==> config.mk <==
export PLATFORM = sky130hd
export DESIGN_NAME = soc_run_ctrl_flat
export DESIGN_NICKNAME = d
export VERILOG_FILES = /design/src/rtl/soc_run_ctrl_pkg.sv /design/src/rtl/soc_run_ctrl_if.sv /design/src/rtl/soc_run_ctrl_rst_sync.sv /design/src/rtl/soc_run_ctrl.sv /design/src/flat_wrapper.sv
export SDC_FILE = /design/constraint.sdc
export NUM_CORES = 1
export LEC_CHECK = 0
export BUFFER_PORTS_ARGS = -buffer_cell sky130_fd_sc_hd__buf_2
export CAP_MARGIN = 20
export CORE_MARGIN = 3
export CORE_UTILIZATION = 40
export CTS_CLUSTER_DIAMETER = 60
export CTS_CLUSTER_SIZE = 20
export DETAILED_ROUTE_END_ITERATION = 6
export PLACE_DENSITY = 0.63
export SLEW_MARGIN = 20
export SYNTH_ARGS = -nofsm -noshare
export SYNTH_HDL_FRONTEND = slang
export SYNTH_SLANG_ARGS = --single-unit
export TNS_END_PERCENT = 100
==> constraint.sdc <==
create_clock -name CLOCK_50 -period 8.12 [get_ports CLOCK_50]
set_input_delay 0.406 -clock CLOCK_50 [delete_from_list [all_inputs] [get_ports CLOCK_50]]
set_output_delay 0.406 -clock CLOCK_50 [all_outputs]
set_load 0.01 [all_outputs]
==> src/rtl/soc_run_ctrl_pkg.sv <==
// Shared encodings for the SOPC reset/run controller: FSM states and reset active levels.
package soc_run_ctrl_pkg;

    localparam logic RST_ENABLE  = 1'b0;
    localparam logic RST_DISABLE = 1'b1;

    localparam int unsigned STATE_W = 3;

    typedef enum logic [STATE_W-1:0] {
        ST_HOLD    = 3'd0,
        ST_RELEASE = 3'd1,
        ST_RUN     = 3'd2,
        ST_DONE    = 3'd3,
        ST_TIMEOUT = 3'd4
    } run_state_e;

endpackage

==> src/rtl/soc_run_ctrl_if.sv <==
// Control/status bundle between the run controller and the CPU/bench side.
interface soc_run_ctrl_if #(
    parameter int unsigned NUM_DOMAINS = 2,
    parameter int unsigned PC_WIDTH    = 32,
    parameter int unsigned CNT_WIDTH   = 32
);
    logic                   restart;
    logic                   halt_req;
    logic                   pc_valid;
    logic [PC_WIDTH-1:0]    pc_in;
    logic [NUM_DOMAINS-1:0] dom_rst_n;
    logic                   running;
    logic                   done;
    logic                   timeout;
    logic [CNT_WIDTH-1:0]   cycle_count;

    modport master (
        output restart, halt_req, pc_valid, pc_in,
        input  dom_rst_n, running, done, timeout, cycle_count
    );

    modport slave (
        input  restart, halt_req, pc_valid, pc_in,
        output dom_rst_n, running, done, timeout, cycle_count
    );
endinterface

==> src/rtl/soc_run_ctrl_rst_sync.sv <==
// Two-flop reset synchroniser: asynchronous assertion, release aligned to clk.
module soc_run_ctrl_rst_sync
    import soc_run_ctrl_pkg::*;
(
    input  logic clk,
    input  logic rst_n,
    output logic rst_sync_n
);
    logic meta;

    always_ff @(posedge clk or negedge rst_n) begin
        if (!rst_n) begin
            meta       <= RST_ENABLE;
            rst_sync_n <= RST_ENABLE;
        end else begin
            meta       <= RST_DISABLE;
            rst_sync_n <= meta;
        end
    end
endmodule

==> src/rtl/soc_run_ctrl.sv <==
// Reset/run controller: staggered domain release, then PC self-loop / halt / budget run monitor.
module soc_run_ctrl
    import soc_run_ctrl_pkg::*;
#(
    parameter int unsigned NUM_DOMAINS = 2,
    parameter int unsigned RST_HOLD    = 10,
    parameter int unsigned STAGGER     = 4,
    parameter int unsigned TIMEOUT     = 800,
    parameter int unsigned HALT_REPEAT = 8,
    parameter int unsigned PC_WIDTH    = 32,
    parameter int unsigned CNT_WIDTH   = 32
) (
    input  logic           CLOCK_50,
    input  logic           rst,
    soc_run_ctrl_if.slave  bus
);
    localparam int unsigned REL_LAST = (NUM_DOMAINS - 1) * STAGGER;
    localparam int unsigned HOLD_W   = $clog2(RST_HOLD + 1);
    localparam int unsigned REL_W    = $clog2(REL_LAST + 2);
    localparam int unsigned REP_W    = $clog2(HALT_REPEAT + 1);

    logic rst_sync_n;

    soc_run_ctrl_rst_sync u_rst_sync (
        .clk        (CLOCK_50),
        .rst_n      (rst),
        .rst_sync_n (rst_sync_n)
    );

    run_state_e             state,     state_n;
    logic [HOLD_W-1:0]      hold_cnt,  hold_cnt_n;
    logic [REL_W-1:0]       rel_cnt,   rel_cnt_n;
    logic [NUM_DOMAINS-1:0] dom_q,     dom_n;
    logic [CNT_WIDTH-1:0]   cycle_q,   cycle_n;
    logic [PC_WIDTH-1:0]    last_pc,   last_pc_n;
    logic [REP_W-1:0]       rep_cnt,   rep_n;
    logic                   running_q, running_n;
    logic                   done_q,    done_n;
    logic                   timeout_q, timeout_n;
    logic                   same_pc_c;
    logic                   halt_hit_c;

    // Domains whose release offset k*STAGGER has been reached by the RELEASE counter.
    function automatic logic [NUM_DOMAINS-1:0] release_mask(input logic [REL_W-1:0] cnt);
        logic [NUM_DOMAINS-1:0] m;
        m = '0;
        for (int unsigned k = 0; k < NUM_DOMAINS; k++) begin
            if (cnt >= REL_W'(k * STAGGER)) m = m | (NUM_DOMAINS'(1) << k);
        end
        return m;
    endfunction

    assign same_pc_c  = bus.pc_valid && (bus.pc_in == last_pc);
    assign halt_hit_c = same_pc_c && (rep_cnt >= REP_W'(HALT_REPEAT - 1));

    always_comb begin
        state_n    = state;
        hold_cnt_n = hold_cnt;
        rel_cnt_n  = rel_cnt;
        dom_n      = dom_q;
        cycle_n    = cycle_q;
        last_pc_n  = last_pc;
        rep_n      = rep_cnt;

        unique case (state)
            ST_HOLD: begin
                dom_n = '0;
                if (hold_cnt == HOLD_W'(RST_HOLD - 1)) begin
                    state_n    = ST_RELEASE;
                    hold_cnt_n = '0;
                    rel_cnt_n  = '0;
                    dom_n      = release_mask('0);
                end else begin
                    hold_cnt_n = hold_cnt + HOLD_W'(1);
                end
            end
            ST_RELEASE: begin
                if (rel_cnt == REL_W'(REL_LAST)) begin
                    state_n   = ST_RUN;
                    cycle_n   = '0;
                    last_pc_n = '0;
                    rep_n     = '0;
                end else begin
                    rel_cnt_n = rel_cnt + REL_W'(1);
                    dom_n     = release_mask(rel_cnt_n);
                end
            end
            ST_RUN: begin
                if (bus.pc_valid) begin
                    if (same_pc_c) begin
                        if (rep_cnt != REP_W'(HALT_REPEAT)) rep_n = rep_cnt + REP_W'(1);
                    end else begin
                        rep_n     = REP_W'(1);
                        last_pc_n = bus.pc_in;
                    end
                end
                // Halt outranks the budget when both land on the same cycle.
                if (bus.halt_req || halt_hit_c) begin
                    state_n = ST_DONE;
                end else if (cycle_q == CNT_WIDTH'(TIMEOUT - 1)) begin
                    state_n = ST_TIMEOUT;
                end else if (cycle_q != '1) begin
                    cycle_n = cycle_q + CNT_WIDTH'(1);
                end
            end
            ST_DONE, ST_TIMEOUT: begin
                if (bus.restart) begin
                    state_n    = ST_HOLD;
                    hold_cnt_n = '0;
                    dom_n      = '0;
                    cycle_n    = '0;
                    last_pc_n  = '0;
                    rep_n      = '0;
                end
            end
            default: begin
                state_n = ST_HOLD;
                dom_n   = '0;
            end
        endcase

        running_n = (state_n == ST_RUN);
        done_n    = (state_n == ST_DONE);
        timeout_n = (state_n == ST_TIMEOUT);
    end

    always_ff @(posedge CLOCK_50 or negedge rst_sync_n) begin
        if (!rst_sync_n) begin
            state     <= ST_HOLD;
            hold_cnt  <= '0;
            rel_cnt   <= '0;
            dom_q     <= '0;
            cycle_q   <= '0;
            last_pc   <= '0;
            rep_cnt   <= '0;
            running_q <= 1'b0;
            done_q    <= 1'b0;
            timeout_q <= 1'b0;
        end else begin
            state     <= state_n;
            hold_cnt  <= hold_cnt_n;
            rel_cnt   <= rel_cnt_n;
            dom_q     <= dom_n;
            cycle_q   <= cycle_n;
            last_pc   <= last_pc_n;
            rep_cnt   <= rep_n;
            running_q <= running_n;
            done_q    <= done_n;
            timeout_q <= timeout_n;
        end
    end

    assign bus.dom_rst_n   = dom_q;
    assign bus.running     = running_q;
    assign bus.done        = done_q;
    assign bus.timeout     = timeout_q;
    assign bus.cycle_count = cycle_q;
endmodule

==> src/flat_wrapper.sv <==
// flat-port wrapper written by rule: the top's interface ports become plain ports
module soc_run_ctrl_flat import soc_run_ctrl_pkg::*;
#(
    parameter int unsigned NUM_DOMAINS = 2,
    parameter int unsigned RST_HOLD    = 10,
    parameter int unsigned STAGGER     = 4,
    parameter int unsigned TIMEOUT     = 800,
    parameter int unsigned HALT_REPEAT = 8,
    parameter int unsigned PC_WIDTH    = 32,
    parameter int unsigned CNT_WIDTH   = 32
)
  (CLOCK_50, rst, bus_restart, bus_halt_req, bus_pc_valid, bus_pc_in, bus_dom_rst_n, bus_running, bus_done, bus_timeout, bus_cycle_count);
  soc_run_ctrl_if #(.NUM_DOMAINS(NUM_DOMAINS), .PC_WIDTH(PC_WIDTH), .CNT_WIDTH(CNT_WIDTH)) bus_i ();
  input  logic CLOCK_50;
  input  logic rst;
  input wire logic [$bits(bus_i.restart)-1:0] bus_restart;
  input wire logic [$bits(bus_i.halt_req)-1:0] bus_halt_req;
  input wire logic [$bits(bus_i.pc_valid)-1:0] bus_pc_valid;
  input wire logic [$bits(bus_i.pc_in)-1:0] bus_pc_in;
  output wire logic [$bits(bus_i.dom_rst_n)-1:0] bus_dom_rst_n;
  output wire logic [$bits(bus_i.running)-1:0] bus_running;
  output wire logic [$bits(bus_i.done)-1:0] bus_done;
  output wire logic [$bits(bus_i.timeout)-1:0] bus_timeout;
  output wire logic [$bits(bus_i.cycle_count)-1:0] bus_cycle_count;
  assign bus_i.restart = bus_restart;
  assign bus_i.halt_req = bus_halt_req;
  assign bus_i.pc_valid = bus_pc_valid;
  assign bus_i.pc_in = bus_pc_in;
  assign bus_dom_rst_n = bus_i.dom_rst_n;
  assign bus_running = bus_i.running;
  assign bus_done = bus_i.done;
  assign bus_timeout = bus_i.timeout;
  assign bus_cycle_count = bus_i.cycle_count;
  soc_run_ctrl #(.NUM_DOMAINS(NUM_DOMAINS), .RST_HOLD(RST_HOLD), .STAGGER(STAGGER), .TIMEOUT(TIMEOUT), .HALT_REPEAT(HALT_REPEAT), .PC_WIDTH(PC_WIDTH), .CNT_WIDTH(CNT_WIDTH)) u_core (.CLOCK_50(CLOCK_50), .rst(rst), .bus(bus_i));
endmodule
==> results of run 1 <==
==> tightest hold or removal path, delay by kind of cell <==
family	cells	cell delay (ns)
AOI/OAI and AO/OA	1	0.06
buffers and inverters	1	0.11
and+or+nand+nor	1	0.04
==> layout make-up <==
cell class | instances | area, µm²
clock inverters | 6 | 134
inverters | 12 | 45.0
flip-flops and latches | 85 | 2130
clock buffers | 10 | 239
multi-input cells | 392 | 2230
well taps | 140 | 175
fillers | 1034 | 5560
repair buffers | 79 | 425
==> power breakdown <==
group          leakage [nW]  internal [W]  total (W)  switching [W]
clock                 0.183      0.000340   0.000512       0.000172
combinational          1.05      0.000181   0.000515       0.000334
sequential             1.15      0.000523   0.000612      0.0000892
total                  2.38       0.00104    0.00164       0.000595
==> metal layers <==
layer	vias to the layer above	track usage [%]	share of wire, %
met3	9	3.99	4.7
met5	-	0	0
li1	1949	-	-
met1	1860	23.4	46
met4	0	5.29	1.3
met2	80	27.4	47
==> path summary, 6_finish.rpt <==
check | cells past startpoint | slack (ns) | startpoint | to
setup / recovery | 7 | 5.38 | u_core.last_pc[30] | u_core.last_pc[30]
hold / removal | 3 | 0.32 | bus_pc_in[24] | u_core.last_pc[24]
setup reg to reg | 7 | 5.38 | u_core.last_pc[30] | u_core.last_pc[30]
hold reg to reg | 0 | 0.35 | u_core.u_rst_sync.rst_sync_n | u_core.last_pc[12]
max in group asynchronous | 1 | 7.13 | u_core.u_rst_sync.rst_sync_n | u_core.bus.cycle_count[7]
min in group asynchronous | 0 | 0.35 | u_core.u_rst_sync.rst_sync_n | u_core.last_pc[12]
==> cells by family after synthesis <==
| family | Yosys count | share of synthesized area [%] |
|---|---|---|
| fa+ha+maj | 7 | 1.94 |
| xor+xnor | 34 | 6.58 |
| flops | 85 | 47.0 |
| mux | 1 | 0.249 |
| buf+inv | 38 | 3.76 |
| simple gates | 227 | 25.3 |
| compound gates | 122 | 15.0 |
| other cells | 1 | 0.0829 |
==> registers in the layout, indices dropped and copies added, names as in the netlist <==
register                      cells
u_core.bus.running                1
u_core.hold_cnt                   4
u_core.rep_cnt                    4
u_core.bus.cycle_count           32
u_core.bus.dom_rst_n              2
u_core.u_rst_sync.meta            1
u_core.bus.timeout                1
u_core.rel_cnt                    3
u_core.u_rst_sync.rst_sync_n      1
u_core.state                      3
u_core.last_pc                   32
u_core.bus.done                   1
==> cells in the final DEF, fill, tap and decap left out, types with 5 or more instances in the layout <==
| master | n |
|---|---|
| o21ai_0 | 72 |
| nand4_1 | 15 |
| o31ai_1 | 7 |
| nand3_1 | 24 |
| buf_2 | 73 |
| or4_1 | 5 |
| dfrtp_1 | 84 |
| ha_1 | 7 |
| xnor2_1 | 30 |
| nor3_1 | 10 |
| nor2_1 | 20 |
| inv_1 | 12 |
| nand2_1 | 89 |
| clkbuf_16 | 9 |
| and3_1 | 9 |
| or3_1 | 23 |
| a21oi_1 | 32 |
| nand2b_1 | 6 |
| nor4_1 | 7 |
==> metrics by stage <==
stage	hold slack (ns)	total power (W)	cells	cell area (µm²)
detailed placement	0.192	0.00114	706	4980
floorplan	0.110	0.00101	515	4520
finish	0.322	0.00164	724	5380
global route	0.330	0.00177	724	5380
global placement	0.191	0.00112	706	4980
CTS	0.314	0.00165	723	5360
==> impl_metrics.yaml, run 1 <==
run_status:
  status: "complete, no violations"
detailed_routing:
  wirelength_um: 10500
  ant_nets: 0
  vias: 3898
  drc: 0
  drt_iter0_markers: 205
  vias_per_cell: 5.38
  dr.pass1.iters: 4
  wl_per_cell_um: 14.5
power:
  power.density_nw_per_um2: 305
  leakage_nw: 2.38
  vdd.ir_drop.worst_mv: 0.179
global_routing:
  overflow: 0
  antenna_found_initial: 0
  grt_pass1_vias: 3687
  grt_usage_pct: 17.2
  grt_first_pass_wirelength_um: 17800
  grt_max_degree: 84
synthesis:
  netlist_instances: 515
  mappedNetlistNets: 559
  yosys_warnings: 0
  synth_area_leaders: "dfrtp_1 (47%), o21ai_0 (8.0%), nand2_1 (7.4%)"
  synth_cell_type_count: 46
  ys_ff_latch: 85
  synth_top_area_share_pct: 47.0
  async_reset_ff_share_pct: 100
  synth_edf_count: 0
  syn-mean-instance-area_um2: 8.78
  ys_top_cells_by_count: "nand2_1 (89), dfrtp_1 (85), o21ai_0 (72)"
  netlist_area_um2: 4520
  synth_most_common_cell: "nand2_1"
  ys_seq_area_share_pct: 47.0
  synth_top_area_cell: "dfrtp_1"
  synth_flop_cell: "dfrtp_1"
layout:
  nNetsFinal: 623
  layout-drive-gt1-share_pct: 17.6
  layout-area-overhead-vs-synth_pct: 18.9
  fin_util_pct: 49.2
  diodes: 0
job:
  cap_violations: 0
placement:
  portBuffers: 73
  place_hpwl_um: 7180
  pre_cts_ws_ns: 5.25
  gp_congestion: 0.823
critical_path:
  cp_max_fo: 48
  path_buf_inv: 1
  endpoint_kind: "flip-flop"
  cpPeakStageDelay_ns: 0.53
  slowest_stage: "nor4_1"
  path_cells: "xnor2_1 -> nand4_1 -> nor4_1 -> nand4_1 -> nand2_1 -> buf_4 -> o21ai_0"
  worst-endpoint-arrival_ns: 2.94
  start_kind: "flip-flop"
  path_class: "reg -> reg"
  worst_path_most_repeated_cell: "nand4_1"
  required_ns: 8.32
  crit_family: "simple AND/OR/NAND/NOR gates"
sta:
  timing.fmax_ghz: 0.365
  layout_setup_ws_ns: 5.38
  hold_viol: 0
  skew_ns: 0.00737
  post-route-min-period_ns: 2.74
  rsz0062_at_grt: "no"
  finalSetupTns_ns: 0
  slew_viol_final: 0
  max-slew-margin-rel_pct: 56.9
  setup_violations: 0
  fin_crit_sh_pct: 33.7
  worst_pin_slew_ns: 0.642
cts:
  insertion_delay_ns: 0.34
  cts_buffers: 9
  cts_hold_buf: 1
  cts_sinks: 85
  post-cts-setup-buffers: 0
  htree_levels: 3
  clk_pin_slew_ns: 0.06
  cts_tree: "done"
  clk_path_buf_depth: 2
  ctsResizeCount: 0
  cts_root_buffer: "clkbuf_16"
floorplanning:
  die_w_um: 112
  pin_count: 74
  core-area_um2: 10900
  dieArea_um2: 12600
  rows: 38
  die_height_um: 112
  start_util_pct: 41.4
hold_path:
  hold_class: "in -> reg"
Note: power is estimated with default switching activity, not from simulation.
==> run 2: changes to the inputs <==
ABC_AREA = 1   (was default)
PLACE_DENSITY = 0.64   (was 0.63)
clock period = 2.4 ns   (was 8.12 ns; I/O delays follow)
==> impl_metrics.yaml, run 2 <==
detailed_routing:
  vias: 5197
  vias_per_cell: 4.98
  ant_nets: 0
  drc: 0
  drt_iter0_markers: 409
  dr.pass1.iters: 5
  wl_per_cell_um: 13.4
  wirelength_um: 14000
sta:
  slew_viol_final: 0
  rsz0062_at_grt: "no"
  skew_ns: 0.00935
  post-route-min-period_ns: 2.13
  setup_violations: 0
  layout_setup_ws_ns: 0.266
  finalSetupTns_ns: 0
  hold_slack_ns: 0.0388
  max-slew-margin-rel_pct: 32.4
  hold_viol: 0
  timing.fmax_ghz: 0.469
  worst_pin_slew_ns: 1.01
  fin_crit_sh_pct: 88.9
critical_path:
  worst-endpoint-arrival_ns: 2.42
  start_kind: "flip-flop"
  rrSetupSlack_ns: 0.27
  required_ns: 2.69
  path_class: "reg -> reg"
  path_buf_inv: 1
  r2r_cells: 11
  path_cells: "inv_1 -> nand2_1 -> nor3_1 -> nand2_1 -> nor3_1 -> nand3_1 -> nand2_1 -> a21oi_4 -> nand2_8 -> nand2_1 -> nand2_1"
  cpPeakStageDelay_ns: 0.48
  crit_start: "u_core.bus.cycle_count[6]"
  rr_endpoint: "u_core.bus.cycle_count[3]"
  crit_family: "simple AND/OR/NAND/NOR gates"
  endpoint_kind: "flip-flop"
  cp.depth: 11
  cp_max_fo: 32
  crit_path_end: "u_core.bus.cycle_count[3]"
  slowest_stage: "dfrtp_1"
  reg2reg_from: "u_core.bus.cycle_count[6]"
  worst_path_most_repeated_cell: "nand2_1"
floorplanning:
  dieArea_um2: 15000
  start_util_pct: 41.9
  die_w_um: 122
  rows: 41
  die_height_um: 122
  pin_count: 74
  core-area_um2: 12900
synthesis:
  ys_top_cells_by_count: "nand2_1 (231), inv_1 (114), dfrtp_1 (85)"
  async_reset_ff_share_pct: 100
  ys_ff_latch: 85
  synth_cell_type_count: 38
  synth_top_area_cell: "dfrtp_1"
  ys_seq_area_share_pct: 39.3
  synth_most_common_cell: "nand2_1"
  synth_area_leaders: "dfrtp_1 (39%), nand2_1 (16%), inv_1 (7.9%)"
  synth_top_area_share_pct: 39.3
  netlist_instances: 793
  yosys_warnings: 0
  netlist_area_um2: 5420
  synth_flop_cell: "dfrtp_1"
  mappedNetlistNets: 837
  synth_edf_count: 0
  syn-mean-instance-area_um2: 6.83
placement:
  pre_cts_ws_ns: -0.128
  portBuffers: 73
  gp_congestion: 0.935
  place_hpwl_um: 10000
cts:
  cts_sinks: 85
  cts_buffers: 9
  clk_path_buf_depth: 2
  cts_tree: "done"
  clk_pin_slew_ns: 0.07
  htree_levels: 3
  insertion_delay_ns: 0.36
  cts_root_buffer: "clkbuf_16"
global_routing:
  antenna_found_initial: 0
  grt_max_degree: 47
  grt_usage_pct: 19.6
  grt_pass1_vias: 4773
  overflow: 0
  grt_first_pass_wirelength_um: 23500
layout:
  mostFrequentLayoutCell: "nand2_1"
  fin_util_pct: 48.8
  layout-area-overhead-vs-synth_pct: 16.4
  mostFrequentLayoutCells: "nand2_1 (231), inv_1 (114), nor2_1 (84), dfrtp_1 (84), buf_2 (73)"
  layout-drive-gt1-share_pct: 14.0
  diodes: 0
  nNetsFinal: 911
power:
  vdd.ir_drop.worst_mv: 0.501
  leakage_nw: 3.20
  power.density_nw_per_um2: 933
hold_path:
  hold_class: "in -> reg"
job:
  cap_violations: 0
run_status:
  status: "complete, no violations"
==> run 2: changes by cell type in the layout (fill, tap and decap cells not counted), sizes merged, moves of 9 or more <==
| cell | change |
|---|---|
| nand2 | +145 |
| inv | +108 |
| nor2 | +66 |
| nand3 | +37 |
| nand4 | +29 |
| xnor2 | -24 |
| o21ai | -23 |
| or3 | -23 |
| a21oi | -19 |
| nor3 | +18 |
| xor2 | +16 |
| buf | +11 |
| and3 | -9 |
==> run 2: power by group <==
group	switching, W	internal (W)	leakage [nW]
clock network	0.000612	0.000712	0.135
logic	0.00173	0.000771	1.91
registers	0.000229	0.00183	1.15
total	0.00257	0.00331	3.20
==> run 2: worst min-delay path by stage <==
stage | slack [ns] | startpoint | end | cells past startpoint
2_1_floorplan | -0.18 | rst | u_core.u_rst_sync.meta | 0
3_3_place_gp | -0.09 | rst | u_core.u_rst_sync.meta | 1
3_5_place_dp | -0.09 | rst | u_core.u_rst_sync.rst_sync_n | 1
4_1_cts | 0.03 | bus_pc_in[13] | u_core.last_pc[13] | 3
5_1_grt | 0.04 | bus_pc_in[8] | u_core.last_pc[8] | 3
6_report | 0.04 | bus_pc_in[13] | u_core.last_pc[13] | 3
==> run 2: cell families after synthesis <==
family,after synthesis,synth area share (%)
and+or+nand+nor,463,37.3
buffers and inverters,146,11.0
DFF,85,39.3
AOI/OAI and AO/OA,65,6.61
xor gates and xnor gates,26,4.20
adders and majority gates,7,1.62
other,1,0.0692
==> run 2: per-stage QoR <==
| stage | total power, W | instance area [µm²] | cells |
|---|---|---|---|
| floorplan | 0.00395 | 5420 | 793 |
| global placement | 0.00443 | 5980 | 1025 |
| detailed placement | 0.00445 | 5980 | 1025 |
| CTS | 0.00585 | 6270 | 1043 |
| global route | 0.00641 | 6310 | 1044 |
| finish | 0.00588 | 6310 | 1044 |
==> run 2: layer usage <==
| layer | wire [µm] | track usage [%] | vias to the layer above |
|---|---|---|---|
| met5 | 0 | 0 | - |
| met4 | 189 | 5.81 | 0 |
| met3 | 740 | 4.19 | 15 |
| met2 | 6060 | 28.5 | 117 |
| met1 | 6990 | 29.3 | 2395 |
| li1 | - | - | 2670 |
==> run 2: layout make-up <==
class                   count  area [µm²]
fillers                  1379        6620
multi-input cells         563        2720
flip-flops and latches     85        2130
repair buffers             90         520
inverters                 118         443
clock buffers              10         229
well taps                 172         215
clock inverters             6        46.3
==> run 2: worst min-delay path: stages <==
cell and delay [ns]:
buf_2 0.10, nand4_1 0.07, o21ai_0 0.07
==> run 2: timing repair <==
action / CTS / global route
cloned: 1 / 0
hold endpoints to repair: 2 / 0
gates resized for setup: 0 / 2
hold buffers: 1 / 0
setup endpoints to repair: 32 / 32
setup buffers: 0 / 1
